--- src/rtl/vram_arb_pkg.sv ---
// vram_arb_pkg: shared types and constants for the VRAM write arbiter
// (and the read-side arbiter that reuses rr_picker).
package vram_arb_pkg;

   localparam int DEF_ADDR_WIDTH = 24;
   localparam int DEF_DATA_WIDTH = 32;
   localparam int DEF_STRB_WIDTH = DEF_DATA_WIDTH / 8;

   // Longest run of consecutive locked accepts before the pointer is forced on.
   localparam int LOCK_MAX = 16;

   typedef enum logic {
      EMPTY = 1'b0,
      FULL  = 1'b1
   } arb_state_t;

   typedef struct packed {
      logic [DEF_ADDR_WIDTH-1:0] addr;
      logic [DEF_DATA_WIDTH-1:0] data;
      logic [DEF_STRB_WIDTH-1:0] strb;
   } vram_wr_t;

endpackage

--- src/rtl/rr_picker.sv ---
// rr_picker: combinational round-robin winner search.
// The first set bit of req at or above ptr (wrapping modulo NUM_REQ) wins.
module rr_picker #(
   parameter int NUM_REQ  = 4,
   parameter int ID_WIDTH = $clog2(NUM_REQ)
) (
   input  logic [NUM_REQ-1:0]  req,
   input  logic [ID_WIDTH-1:0] ptr,
   output logic [NUM_REQ-1:0]  grant,
   output logic [ID_WIDTH-1:0] idx,
   output logic                any
);

   // Scan from the farthest offset back towards ptr so the nearest requester is written last.
   always_comb begin
      logic [ID_WIDTH-1:0] j;
      grant = '0;
      idx   = '0;
      any   = 1'b0;
      j     = '0;
      for (int k = NUM_REQ - 1; k >= 0; k--) begin
         j = ID_WIDTH'((int'(ptr) + k) % NUM_REQ);
         if (req[j]) begin
            any = 1'b1;
            idx = j;
         end
      end
      if (any) grant[idx] = 1'b1;
   end

endmodule

--- src/rtl/vram_wr_arbiter.sv ---
// vram_wr_arbiter: round-robin sharing of the single VRAM write port with one
// registered output slot; mem_ready retires the slot and may refill it the same cycle.
// Optional macro VRAM_WR_ARBITER_LOCK_EN adds req_lock: a locked winner keeps top
// priority for up to LOCK_MAX consecutive accepts.
module vram_wr_arbiter
   import vram_arb_pkg::*;
#(
   parameter int NUM_REQ    = 4,
   parameter int ADDR_WIDTH = DEF_ADDR_WIDTH,
   parameter int DATA_WIDTH = DEF_DATA_WIDTH,
   parameter int STRB_WIDTH = DATA_WIDTH / 8,
   parameter int ID_WIDTH   = $clog2(NUM_REQ)
) (
   input  logic                          clk,
   input  logic                          rst,
   input  logic [NUM_REQ-1:0]            req_valid,
   output logic [NUM_REQ-1:0]            req_ready,
   input  logic [NUM_REQ*ADDR_WIDTH-1:0] req_addr,
   input  logic [NUM_REQ*DATA_WIDTH-1:0] req_data,
   input  logic [NUM_REQ*STRB_WIDTH-1:0] req_strb,
`ifdef VRAM_WR_ARBITER_LOCK_EN
   input  logic [NUM_REQ-1:0]            req_lock,
`endif
   output logic [ADDR_WIDTH-1:0]         waddr,
   output logic [DATA_WIDTH-1:0]         wdata,
   output logic [STRB_WIDTH-1:0]         wstrb,
   output logic                          wen,
   input  logic                          mem_ready,
   output logic [ID_WIDTH-1:0]           grant_id,
   output logic                          busy
);

   typedef struct packed {
      logic [ADDR_WIDTH-1:0] addr;
      logic [DATA_WIDTH-1:0] data;
      logic [STRB_WIDTH-1:0] strb;
   } slot_t;

   logic [NUM_REQ-1:0][ADDR_WIDTH-1:0] addr_a;
   logic [NUM_REQ-1:0][DATA_WIDTH-1:0] data_a;
   logic [NUM_REQ-1:0][STRB_WIDTH-1:0] strb_a;

   arb_state_t          state;
   slot_t               slot;
   slot_t               pick_wr;
   logic [ID_WIDTH-1:0] ptr;
   logic [ID_WIDTH-1:0] pick_idx;
   logic [ID_WIDTH-1:0] ptr_inc;
   logic [ID_WIDTH-1:0] next_ptr;
   logic [NUM_REQ-1:0]  pick_grant;
   logic                pick_any;
   logic                can_accept;
   logic                accept;

   assign addr_a = req_addr;
   assign data_a = req_data;
   assign strb_a = req_strb;

   rr_picker #(
      .NUM_REQ  (NUM_REQ),
      .ID_WIDTH (ID_WIDTH)
   ) u_pick (
      .req   (req_valid),
      .ptr   (ptr),
      .grant (pick_grant),
      .idx   (pick_idx),
      .any   (pick_any)
   );

   // The slot can take a new write if it is empty or is being drained this cycle.
   assign can_accept = (state == EMPTY) || mem_ready;
   assign accept     = pick_any && can_accept && !rst;
   assign req_ready  = accept ? pick_grant : '0;
   assign pick_wr    = {addr_a[pick_idx], data_a[pick_idx], strb_a[pick_idx]};
   assign ptr_inc    = (pick_idx == ID_WIDTH'(NUM_REQ - 1)) ? '0 : pick_idx + 1'b1;

`ifdef VRAM_WR_ARBITER_LOCK_EN
   logic [3:0] lock_cnt;
   logic       lock_hold;

   // A locked winner keeps the pointer unless this accept completes a full run.
   assign lock_hold = req_lock[pick_idx] && (lock_cnt != 4'(LOCK_MAX - 1));
   assign next_ptr  = lock_hold ? pick_idx : ptr_inc;

   // Run length of consecutive locked accepts; any unlocked or run-ending accept clears it.
   always_ff @(posedge clk) begin
      if (rst)         lock_cnt <= '0;
      else if (accept) lock_cnt <= lock_hold ? lock_cnt + 4'd1 : 4'd0;
   end
`else
   assign next_ptr = ptr_inc;
`endif

   // Slot FSM: load on accept, clear on retire; the port is driven straight from these flops.
   always_ff @(posedge clk) begin
      if (rst) begin
         state    <= EMPTY;
         slot     <= '0;
         grant_id <= '0;
         ptr      <= '0;
      end else if (accept) begin
         state    <= FULL;
         slot     <= pick_wr;
         grant_id <= pick_idx;
         ptr      <= next_ptr;
      end else if (state == FULL && mem_ready) begin
         state    <= EMPTY;
         slot     <= '0;
      end
   end

   assign wen   = (state == FULL);
   assign waddr = slot.addr;
   assign wdata = slot.data;
   assign wstrb = slot.strb;
   assign busy  = wen || (|req_valid);

endmodule

--- config.mk ---
export PLATFORM = sky130hd
export DESIGN_NAME = vram_wr_arbiter
export DESIGN_NICKNAME = d
export VERILOG_FILES = /design/src/rtl/vram_arb_pkg.sv /design/src/rtl/rr_picker.sv /design/src/rtl/vram_wr_arbiter.sv
export SDC_FILE = /design/constraint.sdc
export NUM_CORES = 1
export LEC_CHECK = 0
export ABC_AREA = 1
export BUFFER_PORTS_ARGS = -buffer_cell sky130_fd_sc_hd__buf_2
export CORE_MARGIN = 1.5
export CORE_UTILIZATION = 25
export DETAILED_ROUTE_END_ITERATION = 10
export GPL_ROUTABILITY_DRIVEN = 0
export GPL_TIMING_DRIVEN = 0
export PLACE_DENSITY_LB_ADDON = 0.1
export SYNTH_ARGS = -nofsm -noshare
export SYNTH_HDL_FRONTEND = slang
export SYNTH_SLANG_ARGS = --single-unit
export TNS_END_PERCENT = 10
--- constraint.sdc ---
create_clock -name clk -period 4.4 [get_ports clk]
set_input_delay 0.88 -clock clk [delete_from_list [all_inputs] [get_ports clk]]
set_output_delay 0.88 -clock clk [all_outputs]
set_load 0.02 [all_outputs]
==> summary.md <==
* status: finished, final reports clean
* net switching power figure: 1.39 mW
* ys async rst share: 0%
* highest attainable clock frequency: 283 MHz
* hold crit path type: reg2reg
* Leakage Power: 5.18 nW
* signal arrival time at the worst endpoint: 2.66 ns
* net count of the finished layout: 1612
* number of failing setup endpoints in the final timing report: 0
* number of resized instances in the post-cts repair step: 0
* required time at the worst-slack endpoint: 3.52 ns
* number of I/O port buffers: 314
* post-synthesis average cell area: 5.17 sq um
* overall routed net length: 21300 um
* number of violations reported at the end of detailed-routing iteration 0: 246
* area of the placeable core: 21000 sq um
* Die Area: 22400 sq um
* top post-synthesis cells by area: nand2_1, dfxtp_1, inv_1, nand3_1, buf_2
* Total Routing Usage GR: 18.8%
* level count of the clock H-tree: 3
* net count of the mapped netlist: 1287
* Die Y-Extent: 150 um
* number of max-capacitance violations reported: 0
* Horiz. Die Dim: 150 um
* per-cell via count in the routed design: 4.10
* worst IR drop on VDD: 0.184 mV
* max-slew violations: 0
* post-CTS clock slew at the launch and capture registers of the worst setup and hold paths: 0.06 ns
* synthesized cell area: 5370 sq um
* fraction of power spent switching nets: 44.4%
* Remaining Overflow, GRT: 0
* post-DR wirelength/cell: 13.0 um
* setup repair after global routing missed its margin: no
* buffer type at the clock tree root: clkbuf_16
* category of the most critical setup path: in2out
* share of the synthesized area in the top cell type: 25.8%
* sequential cell area fraction in the yosys report: 24.2%
* number of hold-repair buffers added at the cts stage: 0
* cell area power density: 411 nW/um^2
* share of post-route cells with drive strength above 1: 28.0%
* gate count after technology mapping: 1039
* via total after detailed routing: 6752
* instance area at placement: 7290 sq um
* Int Pwr: 1.74 mW
* Final min period: 3.54 ns
* post-route cell area: 7620 sq um
* Max-Slew Margin vs Limit: 62.5%
* combinational share of power: 50.5%
* Yosys top cell by area: nand2_1
* ys flop type: dfxtp_1
* flops & latches, synth: 65
* Pre-Repair DR Iteration Count: 5
* DRC viols: 0
* antenna violations before repair: 1
* TritonCTS sink count: 65
* Synth top cells by count: nand2_1, inv_1, nand3_1
* post-route clock period utilization: 80.4%
* initial core utilization: 25.6%
* TritonCTS clock tree: built
* I/O pin total: 315
* count of antenna-violating nets left after detailed routing: 0
* maximum number of pins on one net before global-route repair: 14
* portion of total power attributed to sequential cells: 23.9%
* sum of negative setup slack: 0 ns
* yosys warns: 0
* post-CTS repair timing setup buffer count: 0
* wire length of the first global-routing pass: 32500 um
* critical path fanouts, max: 10
* Post-synth EDFFs: 0
* Worst Clk Skew: 0.00952 ns
* Distinct cells, synth: 22
* worst slew pin tran: 0.562 ns
* std cell rows: 53
* crit path capture type: output pin
* dominant cell by count in the synthesized netlist: nand2_1
* number of clock buffers inserted by TritonCTS: 9
* number of failing hold endpoints at the final stage: 0
* Area Overhead vs Synth: 41.8%
* Max Buffers Root-to-Sink: 2
* portion of total power attributed to the clock network: 25.5%
* clock latency on the worst-skew pair: 0.34 ns
* sort of element at the start of the critical path: primary input
* HPWL Detailed: 17000 um
* vias in the first global route: 6231
## state kept, by name (all words and copies together), names as in the netlist
register / cells
wdata: 32
waddr: 24
wstrb: 4
grant_id: 2
ptr: 2
wen: 1
## per-layer routing
metal / vias to the layer above / GRT usage (%) / part of all wire, %
li1: 3666 / - / -
met1: 2868 / 23.0 / 43
met2: 200 / 32.2 / 48
met3: 18 / 4.09 / 7.1
met4: 0 / 6.34 / 1.7
met5: - / 0 / 0
## path summary, 6_finish.rpt
path / startpoint / to / slack (ns) / depth (start not counted)
hold reg to reg: waddr[12]$_SDFFE_PP0P_ / waddr[12]$_SDFFE_PP0P_ / 0.46 / 2
hold / removal: waddr[12]$_SDFFE_PP0P_ / waddr[12]$_SDFFE_PP0P_ / 0.46 / 2
setup reg to reg: ptr[0]$_SDFFE_PP0P_ / waddr[20]$_SDFFE_PP0P_ / 2.14 / 13
setup / recovery: req_valid[3] / req_ready[2] / 0.86 / 14
## cells in the final DEF (no fill, tap or decap), drive strengths merged
cell type,instances
a21oi,22
nor4,1
o211ai,1
bufinv,2
o21ai,4
clkinv,1
nor2,10
clkinvlp,2
ha,1
buf,361
nand2,371
nor3,1
clkbuf,19
nand3,208
inv,300
diode,1
dfxtp,65
## worst max-delay path: stages
cell and delay (ns):
buf_2 0.09, inv_1 0.05, o21ai_2 0.17, nand2_1 0.12
nand2_1 0.08, nand2_1 0.06, nand3_2 0.09, nand2_2 0.10
inv_2 0.09, buf_6 0.15, buf_2 0.28, nand2_1 0.20
nor2_1 0.12, buf_2 0.17
## through the flow
stage                     setup slack, ns  instances  hold WS (ns)  util, %  power [mW]
after floorplan                      1.26       1039         0.507        -        1.80
after global placement              0.888       1628         0.453     34.7        2.36
after detailed placement            0.859       1628         0.453     34.7        2.36
after CTS                           0.853       1644         0.464     36.2        3.18
after global routing                0.660       1645         0.477     36.2        3.40
final                               0.864       1645         0.460     36.2        3.13
## cells by family after synthesis
family / share of synthesized area (%)
flip-flops: 24.2
adder cells (fa/ha/maj): 0.233
buffers and inverters: 26.4
AND/OR/NAND/NOR: 46.4
AO/OA/AOI/OAI: 2.70
## power by group through the flow
stage / logic [mW] / registers (mW) / clock network [mW]
2_1_floorplan: 0.920 / 0.882 / 0
3_3_place_gp: 1.60 / 0.758 / 0
3_5_place_dp: 1.60 / 0.761 / 0
4_1_cts: 1.61 / 0.749 / 0.827
5_1_grt: 1.79 / 0.761 / 0.849
6_report: 1.58 / 0.748 / 0.799
## layout make-up
class | instances | area (sq um)
Tap cell | 275 | 344
Timing Repair Buffer | 314 | 1570
Inverter | 298 | 1120
Fill cell | 2510 | 13400
Clock inverter | 7 | 101
Clock buffer | 9 | 225
Buffer | 57 | 299
Sequential cell | 65 | 1300
Antenna cell | 1 | 2.50
Multi-Input combinational cell | 619 | 2650
No activity file was read; power rests on OpenSTA's default activity.
